<file path="src/rtl/adder_stim_gen.sv">
// adder_stim_gen: operand-stimulus generator for adder benches.
// Drives WIDTH-bit operands A/B under a valid/en handshake. Four sequence
// modes are available: count, LFSR, corner list and walking-one. A run can
// be bounded by NUM_VEC vectors or left free-running (NUM_VEC = 0).
// Reset is asynchronous and active-low on port rst.
// Optional macro ADDER_STIM_NEGEDGE_LAUNCH_EN re-launches A/B/valid on the
// falling clock edge so the consumer sees operands settle mid-cycle.
module adder_stim_gen #(
    parameter int                 WIDTH     = 4,
    parameter int                 NUM_VEC   = 0,
    parameter logic [2*WIDTH-1:0] LFSR_SEED = {{(2*WIDTH-1){1'b0}}, 1'b1}
) (
    input  logic             clk,
    input  logic             rst,
    input  logic             start,
    input  logic [1:0]       mode,
    input  logic             en,
    output logic [WIDTH-1:0] A,
    output logic [WIDTH-1:0] B,
    output logic             valid,
    output logic             done,
    output logic [31:0]      vec_cnt
);

    localparam int SW = 2 * WIDTH;

    localparam logic [WIDTH-1:0] OP_ZERO = {WIDTH{1'b0}};
    localparam logic [WIDTH-1:0] OP_ONES = {WIDTH{1'b1}};
    localparam logic [WIDTH-1:0] OP_ONE  = {{(WIDTH-1){1'b0}}, 1'b1};

    // A zero seed would lock the LFSR, so it is replaced by 1.
    localparam logic [SW-1:0] SEED_EFF = (LFSR_SEED == {SW{1'b0}}) ?
                                         {{(SW-1){1'b0}}, 1'b1} : LFSR_SEED;

    // Count value held while the final vector of a bounded run is presented.
    localparam logic [31:0] LAST_CNT = 32'(NUM_VEC - 1);
    localparam logic [31:0] CNT_MAX  = 32'hFFFF_FFFF;

    typedef enum logic [1:0] {
        ST_IDLE = 2'd0,
        ST_RUN  = 2'd1,
        ST_DONE = 2'd2
    } state_t;

    state_t          state_q, state_d;
    logic [1:0]      mode_q, mode_d;
    logic [SW-1:0]   s_q, s_d;
    logic [2:0]      idx_q, idx_d;
    logic            valid_q, valid_d;
    logic            done_q, done_d;
    logic [31:0]     cnt_q, cnt_d;

    logic            lfsr_fb_s;
    logic [WIDTH-1:0] walk_a_s;
    logic [SW-1:0]   s_nxt_s;
    logic [2:0]      idx_nxt_s;
    logic            accept_s;
    logic            is_last_s;

    // Corner-case list entry {A,B} for a given list index.
    function automatic logic [SW-1:0] corner_vec(input logic [2:0] idx);
        logic [SW-1:0] v;
        case (idx)
            3'd0:    v = {OP_ZERO, OP_ZERO};
            3'd1:    v = {OP_ONES, OP_ZERO};
            3'd2:    v = {OP_ZERO, OP_ONES};
            3'd3:    v = {OP_ONES, OP_ONES};
            3'd4:    v = {OP_ONES, OP_ONE};
            3'd5:    v = {OP_ONE,  OP_ONES};
            default: v = {OP_ZERO, OP_ZERO};
        endcase
        return v;
    endfunction

    // First vector of a run for the mode being latched.
    function automatic logic [SW-1:0] first_vec(input logic [1:0] m);
        logic [SW-1:0] v;
        case (m)
            2'd0:    v = {SW{1'b0}};
            2'd1:    v = SEED_EFF;
            2'd2:    v = corner_vec(3'd0);
            2'd3:    v = {OP_ONE, ~OP_ONE};
            default: v = {SW{1'b0}};
        endcase
        return v;
    endfunction

    // Maximal-length feedback taps, selected by sequence-state width.
    generate
        if (SW == 4) begin : g_fb4
            assign lfsr_fb_s = s_q[3] ^ s_q[2];
        end else if (SW == 8) begin : g_fb8
            assign lfsr_fb_s = s_q[7] ^ s_q[5] ^ s_q[4] ^ s_q[3];
        end else if (SW == 16) begin : g_fb16
            assign lfsr_fb_s = s_q[15] ^ s_q[14] ^ s_q[12] ^ s_q[3];
        end else begin : g_fb32
            assign lfsr_fb_s = s_q[SW-1] ^ s_q[21] ^ s_q[1] ^ s_q[0];
        end
    endgenerate

    // Walking-one: rotate the single set bit of A one place left.
    assign walk_a_s = {s_q[SW-2:WIDTH], s_q[SW-1]};

    assign accept_s  = valid_q & en;
    assign is_last_s = (NUM_VEC != 0) && (cnt_q == LAST_CNT);

    // Next vector of the active sequence, used on every non-final acceptance.
    always_comb begin
        s_nxt_s   = s_q;
        idx_nxt_s = idx_q;
        case (mode_q)
            2'd0: begin
                s_nxt_s = s_q + {{(SW-1){1'b0}}, 1'b1};
            end
            2'd1: begin
                s_nxt_s = {s_q[SW-2:0], lfsr_fb_s};
            end
            2'd2: begin
                idx_nxt_s = (idx_q == 3'd5) ? 3'd0 : idx_q + 3'd1;
                s_nxt_s   = corner_vec(idx_nxt_s);
            end
            2'd3: begin
                s_nxt_s = {walk_a_s, ~walk_a_s};
            end
            default: begin
                s_nxt_s   = s_q;
                idx_nxt_s = idx_q;
            end
        endcase
    end

    // Run control: start handling, handshake acceptance and run completion.
    always_comb begin
        state_d = state_q;
        mode_d  = mode_q;
        s_d     = s_q;
        idx_d   = idx_q;
        valid_d = valid_q;
        done_d  = done_q;
        cnt_d   = cnt_q;
        case (state_q)
            ST_IDLE, ST_DONE: begin
                if (start) begin
                    state_d = ST_RUN;
                    mode_d  = mode;
                    s_d     = first_vec(mode);
                    idx_d   = 3'd0;
                    valid_d = 1'b1;
                    done_d  = 1'b0;
                    cnt_d   = 32'd0;
                end else begin
                    state_d = state_q;
                end
            end
            ST_RUN: begin
                // start is deliberately not looked at while a run is active.
                if (accept_s) begin
                    cnt_d = (cnt_q == CNT_MAX) ? cnt_q : cnt_q + 32'd1;
                    if (is_last_s) begin
                        // Final vector stays on A/B after the run ends.
                        state_d = ST_DONE;
                        valid_d = 1'b0;
                        done_d  = 1'b1;
                    end else begin
                        s_d   = s_nxt_s;
                        idx_d = idx_nxt_s;
                    end
                end else begin
                    state_d = state_q;
                end
            end
            default: begin
                state_d = ST_IDLE;
                valid_d = 1'b0;
                done_d  = 1'b0;
            end
        endcase
    end

    // Posedge state registers with asynchronous active-low reset.
    always_ff @(posedge clk or negedge rst) begin
        if (!rst) begin
            state_q <= ST_IDLE;
            mode_q  <= 2'd0;
            s_q     <= {SW{1'b0}};
            idx_q   <= 3'd0;
            valid_q <= 1'b0;
            done_q  <= 1'b0;
            cnt_q   <= 32'd0;
        end else begin
            state_q <= state_d;
            mode_q  <= mode_d;
            s_q     <= s_d;
            idx_q   <= idx_d;
            valid_q <= valid_d;
            done_q  <= done_d;
            cnt_q   <= cnt_d;
        end
    end

    assign done    = done_q;
    assign vec_cnt = cnt_q;

`ifdef ADDER_STIM_NEGEDGE_LAUNCH_EN
    logic [WIDTH-1:0] a_n_q;
    logic [WIDTH-1:0] b_n_q;
    logic             valid_n_q;

    // Falling-edge relaunch so operands are settled well before the posedge.
    always_ff @(negedge clk or negedge rst) begin
        if (!rst) begin
            a_n_q     <= {WIDTH{1'b0}};
            b_n_q     <= {WIDTH{1'b0}};
            valid_n_q <= 1'b0;
        end else begin
            a_n_q     <= s_q[SW-1:WIDTH];
            b_n_q     <= s_q[WIDTH-1:0];
            valid_n_q <= valid_q;
        end
    end

    assign A     = a_n_q;
    assign B     = b_n_q;
    assign valid = valid_n_q;
`else
    assign A     = s_q[SW-1:WIDTH];
    assign B     = s_q[WIDTH-1:0];
    assign valid = valid_q;
`endif

endmodule

</file>
<file path="config.mk">
export PLATFORM = sky130hd
export DESIGN_NAME = adder_stim_gen
export DESIGN_NICKNAME = d
export VERILOG_FILES = /design/src/rtl/adder_stim_gen.sv
export SDC_FILE = /design/constraint.sdc
export NUM_CORES = 1
export LEC_CHECK = 0
export CAP_MARGIN = 25
export CORE_MARGIN = 1
export CORE_UTILIZATION = 48
export DETAILED_ROUTE_END_ITERATION = 10
export PLACE_DENSITY = 0.74
export SLEW_MARGIN = 30
export SYNTH_ARGS = -nofsm -noshare
export SYNTH_HDL_FRONTEND = slang
export SYNTH_SLANG_ARGS = --single-unit
</file>
<file path="constraint.sdc">
create_clock -name clk -period 1.95 [get_ports clk]
set_input_delay 0.585 -clock clk [delete_from_list [all_inputs] [get_ports clk]]
set_output_delay 0.585 -clock clk [all_outputs]
set_load 0.02 [all_outputs]
</file>
==> flow_summary.json, run 1 <==
{
  "status": "finished, violations left",
  "violations": "negative setup slack",
  "rows": 27,
  "hold_viol_final": 0,
  "tritoncts": "done",
  "skew_ns": 0.00543,
  "drtIter0Drc": 174,
  "hp-class": "input port to async pin",
  "period_share": 1.00,
  "arrival_ns": 2.19,
  "critical_path_class": "register to register",
  "portBuffers": 46,
  "hpwlAfterDp_um": 5890,
  "area_growth_pct": 45.0,
  "nNetsFinal": 443,
  "ir_worst_vdd_v": 0.000805,
  "cp_max_fo": 6,
  "synth_edf_count": 0,
  "r2r_cells": 8,
  "path_common_cell": "buf_4",
  "leakagePower_nw": 1.89,
  "synth_area_um2": 2890,
  "drive_gt1_frac": 0.349,
  "diodes": 0,
  "ctsHoldBuffers": 0,
  "netlist_instances": 319,
  "clk_pin_slew_ns": 0.08,
  "clock_path_buffers": 2,
  "p_seq_frac": 0.399,
  "die_area_um2": 6330,
  "slowest_delay_ns": 0.46,
  "clock_power_share": 0.181,
  "clkLatencyLatePin_ns": 0.30,
  "syn_nets": 327,
  "rsz0062_at_grt": "true",
  "grt_overflow": 0,
  "viasPerCell": 5.91,
  "place_ws_ns": -0.655,
  "ant_nets": 0,
  "setup_ws_ns": -0.00470,
  "slowest_stage": "dfrtp_2",
  "period_minus_slack_ns": 1.95,
  "timing.rr.start": "vec_cnt[8]",
  "die_h_um": 79.5,
  "synth_most_common_cell": "dfrtp_1",
  "power.share.combinational": 0.419,
  "synth_common_cells": "dfrtp_1 (46), nand2_1 (38), o21ai_0 (27)",
  "ys_ff_latch": 46,
  "ys.warnings.count": 0,
  "place.gp.congestion": 0.935,
  "clock-root-buffer": "clkbuf_8",
  "p_switching_mw": 1.27,
  "initial_utilization": 0.511,
  "netlist_top_cells_area": "dfrtp_1 (40%), nand2_1 (4.9%), o21ai_0 (4.7%), a21oi_1 (3.1%), or3_1 (2.8%)",
  "synth.avg_cell_area_um2": 9.04,
  "synth_top_cell_area_share": 0.399,
  "slew_violations": 0,
  "wl_per_cell_um": 16.5,
  "r2r-end": "vec_cnt[31]",
  "crit_chain": "buf_6 -> and4_4 -> nand4_1 -> buf_4 -> o31ai_1 -> buf_4 -> or4_1 -> a21oi_1",
  "dr.pass1.iters": 4,
  "clock-sinks": 46,
  "cts_max_level": 2,
  "ys_seq_area_frac": 0.399,
  "crit_start": "vec_cnt[8]",
  "cp_top_family": "simple AND/OR/NAND/NOR gates",
  "tns_ns": -0.00470,
  "grt_pass1_wl_um": 13600,
  "cp.required_ns": 2.18,
  "vias": 3003,
  "cts_buffers": 5,
  "io_pins": 48,
  "end_kind": "register",
  "synthArstFlopShare": 1.00,
  "antenna_found_initial": 0,
  "grt_usage": 0.277,
  "p_int_mw": 2.08,
  "core-area_um2": 5640,
  "p_per_area_nw_per_um2": 799,
  "grt_start_max_net_pins": 21,
  "dpl-instance-area_um2": 3930,
  "synth_ff_type": "dfrtp_1",
  "first_global_vias": 2827,
  "routed_wl_um": 8400,
  "synth_area_leader_cell": "dfrtp_1",
  "fin_area_um2": 4180,
  "yosys.cell_types.count": 64,
  "r2r_slack_ns": -0.005,
  "timing.critical_path.buf_inv": 3,
  "startpoint_type": "register",
  "setup_viol": 1,
  "fmax_ghz": 0.512,
  "fp.dieW_um": 79.5,
  "drc_errors": 0,
  "swShare": 0.379,
  "cap_viol_max_count": 0
}
placed cells by master (no fill, tap or decap), types with 3 or more instances in the layout:
cell             Yosys  final
buf_4                2     74
or4_1                9      7
o22a_1               3      3
or3_1               13     13
nor2b_1              4      3
o31ai_1              7      7
a211oi_1             3      3
nand3b_1             3      3
nor4_2               1      5
dlygate4sd2_1        0     27
o21ai_0             27     23
clkdlybuf4s50_1      0      8
dlymetal6s2s_1       0      6
nand2b_1             7      7
a21oi_1             18     15
o21ai_1              0      3
buf_6                2      3
or4_4                1      3
inv_1                5      5
and4_4               0      3
nand3_1             13     12
dfrtp_2              0     17
nor2_1              14     14
xnor2_1              5      5
o211ai_1             5      5
nand2_1             38     37
dfrtp_1             46     29
nand4_1             11     11
clkdlybuf4s15_1      0      4
a31oi_1              4      4
clkbuf_8             0      6
a21oi_2              5      8
o21ai_2              5      6
cell type report:
| type | instances | area, µm² |
|---|---|---|
| fill | 444 | 1460 |
| timing repair buffer | 124 | 1050 |
| clock buffer | 7 | 86.3 |
| tap | 72 | 90.1 |
| inverter | 5 | 18.8 |
| clock inverter | 1 | 5.00 |
| multi-input combinational | 253 | 1760 |
| sequential | 46 | 1170 |
registers in the layout, indices dropped and copies added (netlist names):
| signal | count |
|---|---|
| idx_q | 3 |
| mode_q | 2 |
| s_q | 8 |
| valid | 1 |
| vec_cnt | 32 |
how the worst max path moves through the flow:
stage | to | slack [ns] | cells past startpoint
floorplan | vec_cnt[20] | -0.05 | 6
global placement | vec_cnt[29] | -0.61 | 6
detailed placement | vec_cnt[29] | -0.65 | 6
CTS | vec_cnt[29] | -0.04 | 5
global route | vec_cnt[29] | -0.1 | 6
finish | vec_cnt[31] | -0.005 | 8
power by group through the flow:
stage / Combinational, mW / Sequential, mW / Clock [mW]
2_1_floorplan: 0.669 / 1.48 / 0
3_3_place_gp: 1.40 / 1.34 / 0
3_5_place_dp: 1.44 / 1.34 / 0
4_1_cts: 1.40 / 1.33 / 0.628
5_1_grt: 1.52 / 1.37 / 0.670
6_report: 1.40 / 1.34 / 0.606
worst register-to-register path: cells and delay by family (launching register included):
family | cells | cell delay (ns)
buffers and inverters | 3 | 0.44
AO/OA/AOI/OAI | 2 | 0.22
flip-flops | 1 | 0.46
AND/OR/NAND/NOR | 3 | 0.77
through the flow:
stage | total power, mW | hold slack, ns | util | cells
floorplan | 2.15 | 0.289 | - | 319
global placement | 2.74 | 0.538 | 0.696 | 490
detailed placement | 2.78 | 0.534 | 0.696 | 490
CTS | 3.35 | 0.212 | 0.725 | 503
global route | 3.56 | 0.235 | 0.741 | 508
finish | 3.34 | 0.202 | 0.741 | 508
logic make-up after synthesis:
logic type | after synthesis | share of synthesized area
buffers and inverters | 21 | 0.0351
AOI/OAI and AO/OA | 97 | 0.234
and+or+nand+nor | 141 | 0.284
adders and majority gates | 2 | 0.00867
DFF | 46 | 0.399
xor gates and xnor gates | 7 | 0.0212
other | 1 | 0.00130
muxes | 4 | 0.0160
timing repair:
action / 4_1_cts / 5_1_grt
setup buffers: 4 / 5
resized for setup: 44 / 25
pin swaps: 2 / 13
endpoints found under the setup margin: 60 / 35
gates cloned: 1 / 1
metal layers:
| layer | vias to the layer above | part of all wire | GRT usage |
|---|---|---|---|
| met1 | 1422 | 0.44 | 0.374 |
| met4 | 0 | 0.022 | 0.0800 |
| met3 | 20 | 0.059 | 0.0354 |
| met2 | 112 | 0.48 | 0.462 |
| met5 | - | 0 | 0 |
| li1 | 1449 | - | - |
Note: power is estimated with default switching activity, not from simulation.
==> run 2, diff against run 1 <==
--- a/config.mk
+++ b/config.mk
@@ -10,6 +10,7 @@
 export CORE_UTILIZATION = 48
 export DETAILED_ROUTE_END_ITERATION = 10
 export PLACE_DENSITY = 0.74
+export SKIP_CTS_REPAIR_TIMING = 1
 export SLEW_MARGIN = 30
 export SYNTH_ARGS = -nofsm -noshare
 export SYNTH_HDL_FRONTEND = slang
==> flow_summary.json, run 2 (synthesized netlist as in run 1, its figures left out) <==
{
  "status": "finished, violations left",
  "violations": "negative setup slack",
  "cap_viol_max_count": 0,
  "rows": 27,
  "final_common_cell": "buf_4",
  "layout_common_cells": "buf_4 (69), nand2_1 (38), dlymetal6s2s_1 (37)",
  "clock_path_buffers": 2,
  "critical_path_class": "register to register",
  "utilization": 0.759,
  "nNetsFinal": 438,
  "wl_per_cell_um": 17.3,
  "cp_top_family": "simple AND/OR/NAND/NOR gates",
  "dr.pass1.iters": 5,
  "r2r-end": "vec_cnt[29]",
  "grt_pass1_wl_um": 13200,
  "drtIter0Drc": 181,
  "viasPerCell": 6.09,
  "die_area_um2": 6330,
  "tns_ns": -0.281,
  "fp.dieW_um": 79.5,
  "tritoncts": "done",
  "period_minus_slack_ns": 2.05,
  "cts_buffers": 5,
  "slowest_stage": "or4_4",
  "r2r_slack_ns": -0.10,
  "arrival_ns": 2.30,
  "place_ws_ns": -0.655,
  "clkLatencyLatePin_ns": 0.30,
  "io_pins": 48,
  "ant_nets": 0,
  "drc_errors": 0,
  "setup_ws_ns": -0.101,
  "timing.critical_path.buf_inv": 0,
  "initial_utilization": 0.511,
  "diodes": 0,
  "timing.rr.start": "vec_cnt[8]",
  "place.gp.congestion": 0.935,
  "fin_area_um2": 4280,
  "fmax_ghz": 0.488,
  "slowest_delay_ns": 0.60,
  "clk_pin_slew_ns": 0.09,
  "first_global_vias": 2759,
  "startpoint_type": "register",
  "vias": 3063,
  "antenna_found_initial": 0,
  "largest_register_ffs": 32,
  "core-area_um2": 5640,
  "end_kind": "register",
  "slew_violations": 0,
  "ir_worst_vdd_v": 0.000695,
  "dpl-instance-area_um2": 3930,
  "skew_ns": 0.00539,
  "p_per_area_nw_per_um2": 795,
  "r2r_cells": 5,
  "crit_chain": "nand4_2 -> or4_4 -> a41o_4 -> or4_1 -> nand2_1",
  "hp-class": "input port to async pin",
  "leakagePower_nw": 2.24,
  "die_h_um": 79.5,
  "clock-sinks": 46,
  "rsz0062_at_grt": "true",
  "fillerInstances": 421,
  "hold_viol_final": 0,
  "hpwlAfterDp_um": 5890,
  "cp.required_ns": 2.20,
  "setup_viol": 7,
  "drive_gt1_frac": 0.348,
  "routed_wl_um": 8710,
  "grt_start_max_net_pins": 21,
  "grt_overflow": 0,
  "grt_usage": 0.268,
  "area_growth_pct": 48.5,
  "worstSetupPathDepth": 5,
  "cts_max_level": 2,
  "portBuffers": 46,
  "clock-root-buffer": "clkbuf_8",
  "cp_max_fo": 6,
  "period_share": 1.05
}
run 2: cell types whose count changed in the layout (fill, tap and decap cells not counted), sizes merged:
| cell | before | now |
|---|---|---|
| buf | 78 | 73 |
| clkdlybuf4s15 | 4 | 0 |
| dlygate4sd2 | 27 | 0 |
| dlymetal6s2s | 6 | 37 |
run 2: report_power, final:
| group | total, mW | internal, mW | switching, mW |
|---|---|---|---|
| combinational | 1.45 | 0.708 | 0.746 |
| sequential | 1.34 | 1.13 | 0.209 |
| clock | 0.615 | 0.287 | 0.328 |
| total | 3.41 | 2.12 | 1.28 |
run 2: worst max path at each step:
stage                    start     endpoint  slack [ns]
floorplan                valid  vec_cnt[20]       -0.05
global placement         start  vec_cnt[29]       -0.61
detailed placement       start  vec_cnt[29]       -0.65
CTS                         en  vec_cnt[29]       -0.34
global route        vec_cnt[7]  vec_cnt[29]       -0.17
finish              vec_cnt[8]  vec_cnt[29]       -0.10
run 2: metrics by stage:
stage | hold WS [ns] | total power, mW | cells
2_1_floorplan | 0.289 | 2.15 | 319
3_3_place_gp | 0.538 | 2.74 | 490
3_5_place_dp | 0.534 | 2.78 | 490
4_1_cts | 0.212 | 3.41 | 498
5_1_grt | 0.234 | 3.62 | 503
6_report | 0.198 | 3.41 | 503
run 2: worst reg2reg max path, cell delays in order, from the launching register on:
cell and delay, ns:
dfrtp_2 0.41, nand4_2 0.15, or4_4 0.60, a41o_4 0.28, or4_1 0.47, nand2_1 0.08
run 2: routing by layer:
layer	global-route usage	wire, µm	share of wire	vias up
met2	0.446	4290	0.49	141
met1	0.370	3650	0.42	1456
met5	0	0	0	-
li1	-	-	-	1444
met4	0.0673	185	0.021	0
met3	0.0320	584	0.067	22
run 2: final cells by class:
class                           count  area [µm²]  area share
Multi-Input combinational cell    253        1770       0.413
Sequential cell                    46        1170       0.274
Timing Repair Buffer              119        1140       0.267
Tap cell                           72        90.1      0.0210
Clock buffer                        7        86.3      0.0202
Inverter                            5        18.8     0.00438
Clock inverter                      1        5.00     0.00117
